`src/rtl/bus_uart_pkg.sv`:
```
// bus_uart_pkg -- shared definitions for the bus_uart peripheral.
//   Register word offsets (addr[3:2]), STATUS bit positions, the state
//   encoding shared by the TX and RX serial engines, the divider width and
//   the divider clamp helper.
package bus_uart_pkg;

   localparam int DIV_W = 16;

   localparam logic [1:0] OFF_DATA   = 2'd0;
   localparam logic [1:0] OFF_STATUS = 2'd1;
   localparam logic [1:0] OFF_DIV    = 2'd2;
   localparam logic [1:0] OFF_RSVD   = 2'd3;

   localparam int STAT_FULL  = 0;
   localparam int STAT_EMPTY = 1;
   localparam int STAT_BUSY  = 2;
   localparam int STAT_OVF   = 3;
   localparam int STAT_RXV   = 4;
   localparam int STAT_RXOVR = 5;
   localparam int STAT_FERR  = 6;

   typedef enum logic [1:0] {
      S_IDLE  = 2'd0,
      S_START = 2'd1,
      S_DATA  = 2'd2,
      S_STOP  = 2'd3
   } uart_state_t;

   // A divider of zero would give a one-clock bit; the engines never run
   // faster than two clocks per bit.
   function automatic logic [DIV_W-1:0] div_clamp(input logic [DIV_W-1:0] d);
      return (d == '0) ? DIV_W'(1) : d;
   endfunction

endpackage

```
`src/rtl/bus_uart_fifo.sv`:
```
// sync_fifo -- single-clock FIFO used as the bus_uart TX byte queue.
//   clk/rst : clock, synchronous active-high reset (flushes the queue)
//   push/din: write request and data; accepted when not full, or when full
//             and a pop happens in the same cycle
//   pop/dout: read request; dout shows the head entry (valid when !empty)
//   full/empty/level: occupancy flags and entry count
module sync_fifo #(
   parameter int WIDTH = 8,
   parameter int DEPTH = 16
) (
   input  logic                     clk,
   input  logic                     rst,
   input  logic                     push,
   input  logic [WIDTH-1:0]         din,
   input  logic                     pop,
   output logic [WIDTH-1:0]         dout,
   output logic                     full,
   output logic                     empty,
   output logic [$clog2(DEPTH):0]   level
);

   localparam int AW = $clog2(DEPTH);

   logic [WIDTH-1:0] mem [DEPTH];
   logic [AW-1:0]    wr_ptr;
   logic [AW-1:0]    rd_ptr;
   logic [AW:0]      count;
   logic             do_push;
   logic             do_pop;

   assign empty   = (count == '0);
   assign full    = (count == (AW+1)'(DEPTH));
   assign level   = count;
   assign dout    = mem[rd_ptr];
   assign do_pop  = pop & ~empty;
   // A pop frees the slot the simultaneous push lands in.
   assign do_push = push & (~full | do_pop);

   always_ff @(posedge clk) begin
      if (rst) begin
         wr_ptr <= '0;
         rd_ptr <= '0;
         count  <= '0;
      end else begin
         if (do_push) wr_ptr <= wr_ptr + 1'b1;
         if (do_pop)  rd_ptr <= rd_ptr + 1'b1;
         case ({do_push, do_pop})
            2'b10:   count <= count + 1'b1;
            2'b01:   count <= count - 1'b1;
            default: count <= count;
         endcase
      end
   end

   always_ff @(posedge clk) begin
      if (do_push) mem[wr_ptr] <= din;
   end

endmodule

```
`src/rtl/bus_uart.sv`:
```
// bus_uart -- memory-mapped 8N1 UART behind the pipelined bus hub.
//   clk, rst        : core clock, synchronous active-high reset
//   addr/wdata/wmask: bus byte address, write data, byte-lane mask
//   wen/ren         : one-cycle write/read strobes, qualified by active
//   rdata/ready     : registered read data and one-cycle completion pulse
//   active          : combinational window decode BASE_ADDR..BASE_ADDR+15
//   tx              : serial output, idle high
//   rx              : serial input, used only when UART_RX_EN is defined
// Build option: `define UART_RX_EN adds the receiver and its STATUS bits.
module bus_uart
   import bus_uart_pkg::*;
#(
   parameter logic [31:0] BASE_ADDR  = 32'h8000_2000,
   parameter int          CLK_HZ     = 50_000_000,
   parameter int          BAUD       = 115_200,
   parameter int          FIFO_DEPTH = 16
) (
   input  logic        clk,
   input  logic        rst,
   input  logic [31:0] addr,
   input  logic [31:0] wdata,
   input  logic [3:0]  wmask,
   input  logic        wen,
   input  logic        ren,
   output logic [31:0] rdata,
   output logic        ready,
   output logic        active,
   output logic        tx,
   input  logic        rx
);

   localparam logic [DIV_W-1:0] DIV_RST = DIV_W'(CLK_HZ / BAUD - 1);
   localparam int               LVL_W   = $clog2(FIFO_DEPTH) + 1;

   logic [1:0]       off;
   logic             wr_hit, rd_hit, push;
   logic [DIV_W-1:0] div_reg, div_eff;
   logic             ovf;
   logic [31:0]      status_word, rd_word;
   logic [7:0]       fifo_dout;
   logic             fifo_full, fifo_empty, fifo_pop;
   logic [LVL_W-1:0] fifo_level;
   logic             unused_ok;

   assign active  = (addr >= BASE_ADDR) && (addr < BASE_ADDR + 32'd16);
   assign off     = addr[3:2];
   assign wr_hit  = wen & active;
   assign rd_hit  = ren & active;
   assign push    = wr_hit && (off == OFF_DATA) && wmask[0];
   assign div_eff = div_clamp(div_reg);
   assign unused_ok = &{1'b0, wdata[31:16], wmask[3:2], rx};

   sync_fifo #(.WIDTH(8), .DEPTH(FIFO_DEPTH)) u_fifo (
      .clk   (clk),
      .rst   (rst),
      .push  (push),
      .din   (wdata[7:0]),
      .pop   (fifo_pop),
      .dout  (fifo_dout),
      .full  (fifo_full),
      .empty (fifo_empty),
      .level (fifo_level)
   );

   // ---- TX engine ----
   uart_state_t      tx_state, tx_state_n;
   logic [DIV_W-1:0] tx_cnt, tx_cnt_n, tx_div, tx_div_n;
   logic [2:0]       tx_bit, tx_bit_n;
   logic [7:0]       tx_sh, tx_sh_n;
   logic             tx_n;

   always_ff @(posedge clk) begin
      if (rst) begin
         tx_state <= S_IDLE;
         tx_cnt   <= '0;
         tx_bit   <= '0;
         tx       <= 1'b1;
      end else begin
         tx_state <= tx_state_n;
         tx_cnt   <= tx_cnt_n;
         tx_bit   <= tx_bit_n;
         tx       <= tx_n;
      end
   end

   always_ff @(posedge clk) begin
      tx_sh  <= tx_sh_n;
      tx_div <= tx_div_n;
   end

   always_comb begin
      tx_state_n = tx_state;
      tx_cnt_n   = tx_cnt;
      tx_bit_n   = tx_bit;
      tx_sh_n    = tx_sh;
      tx_div_n   = tx_div;
      tx_n       = 1'b1;
      fifo_pop   = 1'b0;
      case (tx_state)
         S_IDLE, S_STOP: begin
            if (tx_state == S_STOP && tx_cnt != '0) begin
               tx_cnt_n = tx_cnt - 1'b1;
            end else if (!fifo_empty) begin
               // The divider is sampled here so a DIV write never bends a frame.
               fifo_pop   = 1'b1;
               tx_state_n = S_START;
               tx_sh_n    = fifo_dout;
               tx_div_n   = div_eff;
               tx_cnt_n   = div_eff;
               tx_n       = 1'b0;
            end else begin
               tx_state_n = S_IDLE;
            end
         end
         S_START: begin
            tx_n = 1'b0;
            if (tx_cnt == '0) begin
               tx_state_n = S_DATA;
               tx_cnt_n   = tx_div;
               tx_bit_n   = '0;
               tx_n       = tx_sh[0];
            end else begin
               tx_cnt_n = tx_cnt - 1'b1;
            end
         end
         S_DATA: begin
            tx_n = tx_sh[0];
            if (tx_cnt == '0) begin
               tx_cnt_n = tx_div;
               tx_bit_n = tx_bit + 1'b1;
               if (tx_bit == 3'd7) begin
                  tx_state_n = S_STOP;
                  tx_n       = 1'b1;
               end else begin
                  tx_sh_n = {1'b0, tx_sh[7:1]};
                  tx_n    = tx_sh[1];
               end
            end else begin
               tx_cnt_n = tx_cnt - 1'b1;
            end
         end
         default: tx_state_n = S_IDLE;
      endcase
   end

`ifdef UART_RX_EN
   // ---- RX engine ----
   uart_state_t      rx_state, rx_state_n;
   logic [DIV_W-1:0] rx_cnt, rx_cnt_n;
   logic [2:0]       rx_bit, rx_bit_n;
   logic [7:0]       rx_sh, rx_sh_n, rx_hold;
   logic             rx_s1, rx_s2, rx_done, rx_bad;
   logic             rx_valid, rx_ovr, rx_ferr, rd_data_clr;

   assign rd_data_clr = rd_hit && (off == OFF_DATA);

   always_ff @(posedge clk) begin
      if (rst) begin
         rx_s1    <= 1'b1;
         rx_s2    <= 1'b1;
         rx_state <= S_IDLE;
         rx_cnt   <= '0;
         rx_bit   <= '0;
      end else begin
         rx_s1    <= rx;
         rx_s2    <= rx_s1;
         rx_state <= rx_state_n;
         rx_cnt   <= rx_cnt_n;
         rx_bit   <= rx_bit_n;
      end
   end

   always_ff @(posedge clk) begin
      rx_sh <= rx_sh_n;
      if (rx_done && !(rx_valid && !rd_data_clr)) rx_hold <= rx_sh;
   end

   always_comb begin
      rx_state_n = rx_state;
      rx_cnt_n   = rx_cnt;
      rx_bit_n   = rx_bit;
      rx_sh_n    = rx_sh;
      rx_done    = 1'b0;
      rx_bad     = 1'b0;
      case (rx_state)
         S_IDLE: begin
            if (!rx_s2) begin
               rx_state_n = S_START;
               rx_cnt_n   = div_eff >> 1;
            end
         end
         S_START: begin
            // Re-check at mid start bit; a short glitch returns to idle.
            if (rx_cnt != '0) begin
               rx_cnt_n = rx_cnt - 1'b1;
            end else if (!rx_s2) begin
               rx_state_n = S_DATA;
               rx_cnt_n   = div_eff;
               rx_bit_n   = '0;
            end else begin
               rx_state_n = S_IDLE;
            end
         end
         S_DATA: begin
            if (rx_cnt != '0) begin
               rx_cnt_n = rx_cnt - 1'b1;
            end else begin
               rx_sh_n  = {rx_s2, rx_sh[7:1]};
               rx_bit_n = rx_bit + 1'b1;
               rx_cnt_n = div_eff;
               if (rx_bit == 3'd7) rx_state_n = S_STOP;
            end
         end
         S_STOP: begin
            if (rx_cnt != '0) begin
               rx_cnt_n = rx_cnt - 1'b1;
            end else begin
               rx_state_n = S_IDLE;
               rx_done    = rx_s2;
               rx_bad     = ~rx_s2;
            end
         end
         default: rx_state_n = S_IDLE;
      endcase
   end
`endif

   // ---- Register file and bus response ----
   always_comb begin
      status_word             = '0;
      status_word[STAT_FULL]  = fifo_full;
      status_word[STAT_EMPTY] = fifo_empty;
      status_word[STAT_BUSY]  = (tx_state != S_IDLE) | ~fifo_empty;
      status_word[STAT_OVF]   = ovf;
      status_word[15:8]       = 8'(fifo_level);
`ifdef UART_RX_EN
      status_word[STAT_RXV]   = rx_valid;
      status_word[STAT_RXOVR] = rx_ovr;
      status_word[STAT_FERR]  = rx_ferr;
`endif
      case (off)
`ifdef UART_RX_EN
         OFF_DATA:   rd_word = {23'd0, rx_valid, rx_valid ? rx_hold : 8'h00};
`else
         OFF_DATA:   rd_word = '0;
`endif
         OFF_STATUS: rd_word = status_word;
         OFF_DIV:    rd_word = {16'd0, div_reg};
         default:    rd_word = '0;
      endcase
   end

   always_ff @(posedge clk) begin
      if (rst) begin
         ready   <= 1'b0;
         rdata   <= '0;
         div_reg <= DIV_RST;
         ovf     <= 1'b0;
`ifdef UART_RX_EN
         rx_valid <= 1'b0;
         rx_ovr   <= 1'b0;
         rx_ferr  <= 1'b0;
`endif
      end else begin
         ready <= wr_hit | rd_hit;
         rdata <= rd_hit ? rd_word : '0;
         // Drop only when the engine is not freeing a slot this same edge.
         if (push && fifo_full && !fifo_pop) begin
            ovf <= 1'b1;
         end else if (wr_hit && off == OFF_STATUS && wmask[0] && wdata[STAT_OVF]) begin
            ovf <= 1'b0;
         end
         if (wr_hit && off == OFF_DIV) begin
            if (wmask[0]) div_reg[7:0]  <= wdata[7:0];
            if (wmask[1]) div_reg[15:8] <= wdata[15:8];
         end
`ifdef UART_RX_EN
         if (rx_done && rx_valid && !rd_data_clr) rx_ovr <= 1'b1;
         else if (wr_hit && off == OFF_STATUS && wmask[0] && wdata[STAT_RXOVR]) rx_ovr <= 1'b0;
         if (rx_bad) rx_ferr <= 1'b1;
         else if (wr_hit && off == OFF_STATUS && wmask[0] && wdata[STAT_FERR]) rx_ferr <= 1'b0;
         if (rx_done) rx_valid <= 1'b1;
         else if (rd_data_clr) rx_valid <= 1'b0;
`endif
      end
   end

endmodule

```
`config.mk`:
```
export PLATFORM = sky130hd
export DESIGN_NAME = bus_uart
export DESIGN_NICKNAME = d
export VERILOG_FILES = /design/src/rtl/bus_uart_pkg.sv /design/src/rtl/bus_uart_fifo.sv /design/src/rtl/bus_uart.sv
export SDC_FILE = /design/constraint.sdc
export NUM_CORES = 1
export LEC_CHECK = 0
export ABC_AREA = 1
export BUFFER_PORTS_ARGS = -buffer_cell sky130_fd_sc_hd__buf_2
export CORE_UTILIZATION = 40
export DETAILED_ROUTE_END_ITERATION = 10
export SYNTH_ARGS = -nofsm -noshare
export SYNTH_HDL_FRONTEND = slang
export SYNTH_SLANG_ARGS = --single-unit
```
`constraint.sdc`:
```
create_clock -name clk -period 5.4 [get_ports clk]
set_clock_uncertainty 0.05 [all_clocks]
set_input_delay 1.35 -clock clk [delete_from_list [all_inputs] [get_ports clk]]
set_output_delay 1.35 -clock clk [all_outputs]
set_load 0.005 [all_outputs]
```
==> flow_summary.json, run 1 <==
{
  "gp_congestion": 0.853,
  "synthAdderAreaFrac": 0.0244,
  "clock-sinks": 225,
  "drive_gt1_frac": 0.135,
  "start_util": 0.411,
  "crit_fanout": 3,
  "avgSynthCellArea_um2": 9.87,
  "grt_pass1_wl_um": 38000,
  "ys_seq_area_frac": 0.600,
  "via_count": 7343,
  "nNetsFinal": 1155,
  "synth-simple-area-share": 0.163,
  "path_class": "input port to primary output",
  "critPathRequiredTime_ps": 4000,
  "cts_resized": 0,
  "reg2reg_to": "u_fifo.level[4]$_SDFFE_PP0P_",
  "fin_area_mm2": 0.0113,
  "crit_path_start": "addr[18]",
  "placementRows": 57,
  "fmax_ghz": 0.278,
  "core_area_mm2": 0.0245,
  "htree_num_levels": 1,
  "die_h_um": 160,
  "dp_cells": 1361,
  "final_hold_viol_count": 0,
  "boundaryPins": 108,
  "rrSetupSlack_ps": 1890,
  "setup_tns_ps": 0,
  "synth_compound_area_frac": 0.136,
  "final_cell_mix": "nor2_1 (172), edfxtp_1 (152), nand2_1 (120)",
  "final_common_cell": "nor2_1",
  "drt_wl_total_um": 23800,
  "die_w_um": 160,
  "status": "finished clean",
  "yosys_warnings": 0,
  "grtUsageTotal": 0.188,
  "mappedNetlistArea_mm2": 0.0100,
  "grt_pass1_vias": 7002,
  "finalNonFillerCells": 1406,
  "place_ws_ps": 1540,
  "synth_xor_xnor_area_share": 0.00610,
  "syn_to_final_growth_pct": 12.8,
  "numCtsBuffers": 24,
  "leakage_nw": 4.33,
  "largest_reg_flops": 128,
  "cp-end-kind": "primary output",
  "rsz0062_at_grt": "false",
  "cts_tree": "yes",
  "netlist_top_cells_area": "edfxtp_1 (45%), dfxtp_1 (15%), nor2_1 (6.4%)",
  "dieArea_mm2": 0.0258,
  "post-route-min-period_ps": 3590,
  "layout_setup_ws_ps": 1810,
  "irDropWorstVdd_uv": 334,
  "synth_top_family_by_area": "simple AND/OR/NAND/NOR gates",
  "finalMaxSlewViolations": 0,
  "clock_latency_ps": 520,
  "numPortBuffers": 70,
  "antenna_found_initial": 0,
  "postCtsSetupRepairBufs": 0,
  "ys_ff_latch": 225,
  "grt_remaining_overflow": 0,
  "clk_pin_slew_ps": 60,
  "viasPerCell": 5.22,
  "setup_violations": 0,
  "cp.arrival_ps": 2190,
  "synth.top_cell.area_share": 0.454,
  "cts.root.buffer_cell": "clkbuf_16",
  "synthFlopType": "edfxtp_1",
  "grt_max_degree": 66,
  "cts-hold-fix-buffers": 0,
  "drtIter0Drc": 589,
  "synthMuxAreaShare": 0.000996,
  "r2r-start": "tx_state[0]$_SDFFE_PP0P_",
  "synth_cell_types": 53,
  "yosysTopAreaCell": "edfxtp_1",
  "synth_cells": 1018,
  "place_hpwl_um": 15100,
  "placed_cell_area_mm2": 0.0105,
  "cts_buffer_depth": 3,
  "top_register": "u_fifo.mem",
  "wl_per_cell_um": 16.9,
  "async_flop_share": 0,
  "worstMarginPinSlew_ps": 1080,
  "pwr_density_cell_mw_per_mm2": 485,
  "crit_path_end": "active",
  "period_share": 0.666,
  "cp-start-kind": "input port",
  "hp-class": "register to register",
  "ant_nets": 0,
  "synth-edff-count": 152,
  "drv_cap": 0,
  "reg2reg_depth": 18,
  "relSlewSlack": 0.278,
  "drtPass1Iterations": 5,
  "post-route-drc-count": 0
}
layer usage:
| layer | global-route usage | up-vias | part of all wire |
|---|---|---|---|
| li1 | - | 3584 | - |
| met1 | 0.269 | 3484 | 0.47 |
| met2 | 0.297 | 231 | 0.45 |
| met3 | 0.0253 | 44 | 0.054 |
| met4 | 0.0567 | 0 | 0.021 |
| met5 | 0 | - | 0 |
worst min-delay path by stage:
| stage | cells past startpoint | to | from | slack [ps] |
|---|---|---|---|---|
| 6_report | 0 | tx_div[15]$_DFFE_PN_ | div_reg[15]$_SDFFE_PP0P_ | 400 |
| 5_1_grt | 0 | tx_div[14]$_DFFE_PN_ | div_reg[14]$_SDFFE_PP0P_ | 420 |
| 4_1_cts | 0 | tx_div[15]$_DFFE_PN_ | div_reg[15]$_SDFFE_PP0P_ | 410 |
| 3_5_place_dp | 0 | tx_div[15]$_DFFE_PN_ | div_reg[15]$_SDFFE_PP0P_ | 390 |
| 3_3_place_gp | 0 | tx_div[15]$_DFFE_PN_ | div_reg[15]$_SDFFE_PP0P_ | 380 |
| 2_1_floorplan | 2 | rdata[3]$_SDFF_PP0_ | ovf$_SDFFE_PP0P_ | 400 |
per-stage QoR:
| stage | hold slack (ps) | power [mW] | utilization |
|---|---|---|---|
| final | 404 | 5.49 | 0.463 |
| after global placement | 384 | 3.89 | 0.431 |
| after detailed placement | 391 | 3.91 | 0.431 |
| after global routing | 419 | 5.84 | 0.463 |
| after CTS | 407 | 5.51 | 0.463 |
| after floorplan | 395 | 3.46 | - |
report_power, final:
group	switching, mW	total, mW	leakage (nW)	internal (mW)
logic	1.17	1.70	1.98	0.530
clock network	0.670	1.61	0.384	0.941
registers	0.117	2.18	1.97	2.06
area by class of cell:
type / count / area, um2
Timing Repair Buffer: 74 / 380
Clock inverter: 11 / 96.3
Tap cell: 324 / 405
Sequential cell: 225 / 6030
Inverter: 92 / 350
Clock buffer: 33 / 686
Antenna cell: 1 / 2.50
Fill cell: 2306 / 13100
Multi-Input combinational cell: 646 / 3380
cell families after synthesis:
group | Yosys count
xor+xnor | 7
flops | 225
buf+inv | 162
other cells | 1
simple gates | 372
fa+ha+maj | 19
compound gates | 231
mux | 1
Yosys cell counts, drive strengths merged, types with 2 or more instances:
master	n
o22ai	8
a21oi	38
buf	26
clkinv	2
and3	2
xor2	3
o21ai	115
ha	18
nor3	5
nor2	180
or2	2
a31oi	7
a211oi	10
xnor2	4
o21bai	2
edfxtp	152
a22oi	3
inv	90
o211ai	18
clkbuf	44
nand4	13
o221ai	25
nand3	35
nor4	4
nand2	128
dfxtp	73
worst max-delay path, cell delays in order:
cell and delay, ps:
buf_2 90, inv_1 60, nand2_1 50, nor2_1 100, nand2_1 70, nor2_1 130
and2_1 210, buf_2 130
Note: power is estimated with default switching activity, not from simulation.
==> run 2: changes to the inputs <==
- clock period: 5.4 -> 3 ns (I/O delays scaled with it)
==> run 2 against run 1 <==
  * Register-to-register slack got worse by 1600 ps
  * Hold slack gained 0.72 ps
  * Cell count rose by 2.1%
  * Cell area increased by 2.6%
  * Count of clock-buffer cells in the layout up 1
  * Non-clock buffer count rose by 30
  * Critical path depth up 11
  * Sequential power is 80% higher
  * Via count up 1.0%
  * Global-route usage rose by 0.064 points
  * First-iteration DRC count rose by 1.9%
  * Critical endpoint is now u_fifo.level[4]$_SDFFE_PP0P_
  * Largest cell class unchanged
==> flow_summary.json, run 2 (synthesis gave the netlist of run 1 again) <==
{
  "critPathRequiredTime_ps": 3360,
  "grtUsageTotal": 0.189,
  "final_common_cell": "nor2_1",
  "dieArea_mm2": 0.0258,
  "hold_ws_ps": 404,
  "numPortBuffers": 70,
  "worstMarginPinSlew_ps": 652,
  "setup_violations": 0,
  "crit_fanout": 5,
  "cp_num_buf_inv": 3,
  "grt_max_degree": 65,
  "n_antenna_cell": 0,
  "grt_pass1_wl_um": 38100,
  "final_cell_mix": "nor2_1 (172), edfxtp_1 (152), nand2_1 (120)",
  "place_hpwl_um": 15600,
  "largest_reg_flops": 128,
  "cts-hold-fix-buffers": 0,
  "die_h_um": 160,
  "htree_num_levels": 1,
  "crit_slowest_cell": "dfxtp_1",
  "drv_cap": 0,
  "rsz0062_at_grt": "false",
  "cts.root.buffer_cell": "clkbuf_16",
  "period_share": 0.898,
  "clock_latency_ps": 520,
  "drive_gt1_frac": 0.157,
  "wl_met3_um": 1480,
  "met2_length_um": 11000,
  "hp-class": "register to register",
  "core_area_mm2": 0.0245,
  "irDropWorstVdd_uv": 448,
  "die_w_um": 160,
  "syn_to_final_growth_pct": 15.7,
  "pwr_density_cell_mw_per_mm2": 878,
  "dr.max_layer_used": "met4",
  "final_hold_viol_count": 0,
  "drtPass1Iterations": 5,
  "viasPerCell": 5.17,
  "numCtsBuffers": 24,
  "boundaryPins": 108,
  "drt_wl_total_um": 23800,
  "wl_per_cell_um": 16.6,
  "cp.arrival_ps": 3060,
  "cp-start-kind": "register",
  "via_count": 7419,
  "finalMaxSlewViolations": 0,
  "status": "finished clean",
  "clock-sinks": 225,
  "fmax_ghz": 0.371,
  "cpMostUsedCell": "nand2_1",
  "start_util": 0.411,
  "crit_family": "simple AND/OR/NAND/NOR gates",
  "relSlewSlack": 0.565,
  "cp-end-kind": "register",
  "finalNonFillerCells": 1435,
  "cpPeakStageDelay_ps": 320,
  "regArea_mm2": 0.00603,
  "nNetsFinal": 1185,
  "top_register": "u_fifo.mem",
  "ant_nets": 0,
  "leakage_nw": 4.51,
  "fillCellCount": 2267,
  "dp_cells": 1391,
  "post-route-min-period_ps": 2690,
  "post-route-drc-count": 0,
  "gp_congestion": 0.865,
  "grt_pass1_vias": 7161,
  "cts_buffer_depth": 3,
  "path_class": "register to register",
  "met1Wirelength_um": 11000,
  "antenna_found_initial": 0,
  "drtIter0Drc": 600,
  "setup_tns_ps": 0,
  "placementRows": 57,
  "multi_input_area_mm2": 0.00339,
  "grt_remaining_overflow": 0,
  "crit_chain": "inv_1 -> ha_2 -> nand3_2 -> nor2_2 -> nand2_2 -> nand2_4 -> nand2_4 -> inv_2 -> nand2_2 -> inv_1 -> ha_1 -> nand2_1 -> nor2_1 -> a211oi_1 -> nand2_1 -> nand2_1 -> nand3_1 -> nand2_1 -> nor2_1",
  "clk_pin_slew_ps": 70,
  "cts_tree": "yes"
}
[run 2: worst paths after layout]
check	startpoint	end	slack (ps)	depth (start not counted)
worst min register to register	div_reg[15]$_SDFFE_PP0P_	tx_div[15]$_DFFE_PN_	400	0
worst max-delay path	tx_cnt[0]$_SDFFE_PP0P_	u_fifo.level[4]$_SDFFE_PP0P_	310	19
worst max register to register	tx_cnt[0]$_SDFFE_PP0P_	u_fifo.level[4]$_SDFFE_PP0P_	310	19
worst min-delay path	div_reg[15]$_SDFFE_PP0P_	tx_div[15]$_DFFE_PN_	400	0
[run 2: final cells by class]
cell class | instances | area share
clock buffers | 34 | 0.0649
clock inverters | 10 | 0.00742
inverters | 92 | 0.0301
multi-input cells | 646 | 0.291
flip-flops and latches | 225 | 0.518
well taps | 324 | 0.0349
repair buffers | 104 | 0.0532
[run 2: worst register-to-register path, cell delays in order, from the launching register on]
cell and delay (ps):
dfxtp_1 320, inv_1 120, ha_2 250, nand3_2 110, nor2_2 180, nand2_2 130, nand2_4 100, nand2_4 80
inv_2 70, nand2_2 50, inv_1 100, ha_1 280, nand2_1 80, nor2_1 40, a211oi_1 250, nand2_1 90
nand2_1 90, nand3_1 70, nand2_1 70, nor2_1 40
[run 2: metal layers]
layer  global-route usage  vias to the layer above
met3               0.0251                       35
met5                    0                        -
met1                0.266                     3490
met2                0.306                      250
li1                     -                     3644
met4               0.0502                        0
[run 2: timing repair]
action                                  in CTS  in global routing
buffers inserted                             0                  0
resized for setup                            0                  1
endpoints found under the setup margin       0                  1
[run 2: through the flow]
stage                     cell area (um2)  power [mW]  utilization  setup WS [ps]
after detailed placement            10800        7.18        0.441           43.8
after global routing                11600        10.8        0.475           31.4
final                               11600        10.2        0.475            306
after floorplan                     10100        6.24            -            216
after global placement              10800        7.14        0.441            104
after CTS                           11600        10.2        0.475            279
[run 2: where the power goes]
part | switching (mW) | leakage, nW | internal (mW) | total (mW)
Sequential | 0.210 | 1.97 | 3.71 | 3.92
Combinational | 2.15 | 2.13 | 1.09 | 3.23
Clock | 1.20 | 0.413 | 1.85 | 3.05
Total | 3.56 | 4.51 | 6.64 | 10.2
==> run 3: changes to the inputs <==
- clock period: 3 -> 2.5 ns (I/O delays scaled with it)
==> run 3 against run 2 <==
  * Maximum frequency increased by 15%
  * Global-route usage is 0.74 points higher
  * Non-clock buffer count increased by 30
  * Total power grew 27%
  * Die area unchanged
  * Count of clock-buffer cells in the layout up 1
  * Cell area up 3.4%
  * Via count grew 3.0%
  * Sequential share of layout area decreased by 1.7 points
  * Clock power increased by 25%
  * Cell count grew 2.2%
  * Largest power group unchanged
==> flow_summary.json, run 3 (synthesis gave the netlist of run 1 again) <==
{
  "setup_violations": 0,
  "grtUsageTotal": 0.196,
  "cp-start-kind": "register",
  "status": "finished clean",
  "nNetsFinal": 1216,
  "pwr-share-seq": 0.363,
  "start_util": 0.411,
  "crit_path_start": "tx_cnt[1]$_SDFFE_PP0P_",
  "path_class": "register to register",
  "htree_num_levels": 1,
  "swShare": 0.351,
  "core_area_mm2": 0.0245,
  "top_register": "u_fifo.mem",
  "largest_reg_flops": 128,
  "grt_pass1_vias": 7528,
  "drtPass1Iterations": 5,
  "internal_power_mw": 8.39,
  "cp.arrival_ps": 2750,
  "clk_pin_slew_ps": 60,
  "viasPerCell": 5.21,
  "holdCritStartpoint": "wdata[13]",
  "post-route-min-period_ps": 2350,
  "p_clk_frac": 0.294,
  "cts_tree": "yes",
  "p_comb_frac": 0.343,
  "clock_latency_ps": 530,
  "numCtsBuffers": 25,
  "period_share": 0.940,
  "drt_wl_total_um": 24800,
  "clock-sinks": 225,
  "numPortBuffers": 70,
  "place_hpwl_um": 16200,
  "dieArea_mm2": 0.0258,
  "grt_max_degree": 65,
  "relSlewSlack": 0.642,
  "irDropWorstVdd_uv": 732,
  "die_h_um": 160,
  "hold_ws_ps": 326,
  "finalMaxSlewViolations": 0,
  "final_hold_viol_count": 0,
  "p_switching_mw": 4.53,
  "wl_per_cell_um": 16.9,
  "ant_nets": 0,
  "pwr_density_cell_mw_per_mm2": 1070,
  "drive_gt1_frac": 0.196,
  "place_ws_ps": -196,
  "syn_to_final_growth_pct": 19.7,
  "cts-hold-fix-buffers": 0,
  "worstMarginPinSlew_ps": 533,
  "grt_remaining_overflow": 0,
  "critPathRequiredTime_ps": 2900,
  "n_antenna_cell": 0,
  "hp-class": "input port to register",
  "cts_buffer_depth": 3,
  "layout_setup_ws_ps": 151,
  "die_w_um": 160,
  "crit_fanout": 10,
  "fillCellCount": 2250,
  "fmax_ghz": 0.426,
  "antenna_found_initial": 0,
  "final_common_cell": "nor2_1",
  "leakage_nw": 4.72,
  "drtIter0Drc": 606,
  "via_count": 7638,
  "drv_cap": 0,
  "finalNonFillerCells": 1467,
  "cp-end-kind": "register",
  "final_cell_mix": "nor2_1 (169), edfxtp_1 (152), nand2_1 (120)",
  "placementRows": 57,
  "r2r-start": "tx_cnt[1]$_SDFFE_PP0P_",
  "dp_cells": 1418,
  "cts.root.buffer_cell": "clkbuf_16",
  "gp_congestion": 0.823,
  "post-route-drc-count": 0,
  "boundaryPins": 108,
  "grt_pass1_wl_um": 39800
}
==> run 3: worst paths after layout <==
path | slack (ps) | to | cells after the start
worst max-delay path | 150 | tx_cnt[7]$_SDFFE_PP0P_ | 13
worst min-delay path | 330 | div_reg[13]$_SDFFE_PP0P_ | 3
worst max register to register | 150 | tx_cnt[7]$_SDFFE_PP0P_ | 13
worst min register to register | 410 | tx_div[14]$_DFFE_PN_ | 0
==> run 3: worst max-delay path: stages (launching register included) <==
cell and delay [ps]:
dfxtp_1 330, inv_1 110, ha_4 160, buf_4 120
nand4_1 190, nor2_2 210, nand3_2 340, nand2_2 250
inv_1 120, nand2_1 70, nand2_1 50, o21ai_0 90
nand2_1 70, a21oi_1 120
==> run 3: power by group through the flow <==
| stage | Sequential, mW | Combinational, mW | Clock, mW |
|---|---|---|---|
| finish | 4.69 | 4.43 | 3.81 |
| CTS | 4.67 | 4.26 | 3.87 |
| detailed placement | 4.75 | 4.24 | 0 |
| global route | 4.73 | 4.96 | 4.02 |
| floorplan | 4.70 | 2.89 | 0 |
| global placement | 4.74 | 4.17 | 0 |
==> run 3: routing by layer <==
layer / GRT usage / share of wire / vias up
met1: 0.276 / 0.46 / 3639
met3: 0.0271 / 0.062 / 44
li1: - / - / 3701
met2: 0.316 / 0.46 / 254
met4: 0.0554 / 0.022 / 0
met5: 0 / 0 / -
==> run 3: cell type report <==
class | instances | area (um2) | share of cell area
inverters | 92 | 358 | 0.0298
flip-flops and latches | 225 | 6030 | 0.501
repair buffers | 134 | 881 | 0.0733
clock inverters | 11 | 130 | 0.0108
multi-input cells | 646 | 3480 | 0.289
well taps | 324 | 405 | 0.0337
clock buffers | 35 | 744 | 0.0619
==> run 3: metrics by stage <==
stage | setup TNS [ps] | cell area, um2 | power [mW] | util
2_1_floorplan | 0 | 10200 | 7.60 | -
3_3_place_gp | -13330 | 11100 | 8.92 | 0.453
3_5_place_dp | -17650 | 11100 | 8.99 | 0.453
4_1_cts | 0 | 11900 | 12.8 | 0.488
5_1_grt | -8.38 | 12000 | 13.7 | 0.492
6_report | 0 | 12000 | 12.9 | 0.492
==> run 3: what timing repair did <==
item	4_1_cts	5_1_grt
hold endpoints to repair	0	0
setup buffers	0	3
setup endpoints to repair	0	90
resized for setup	0	14
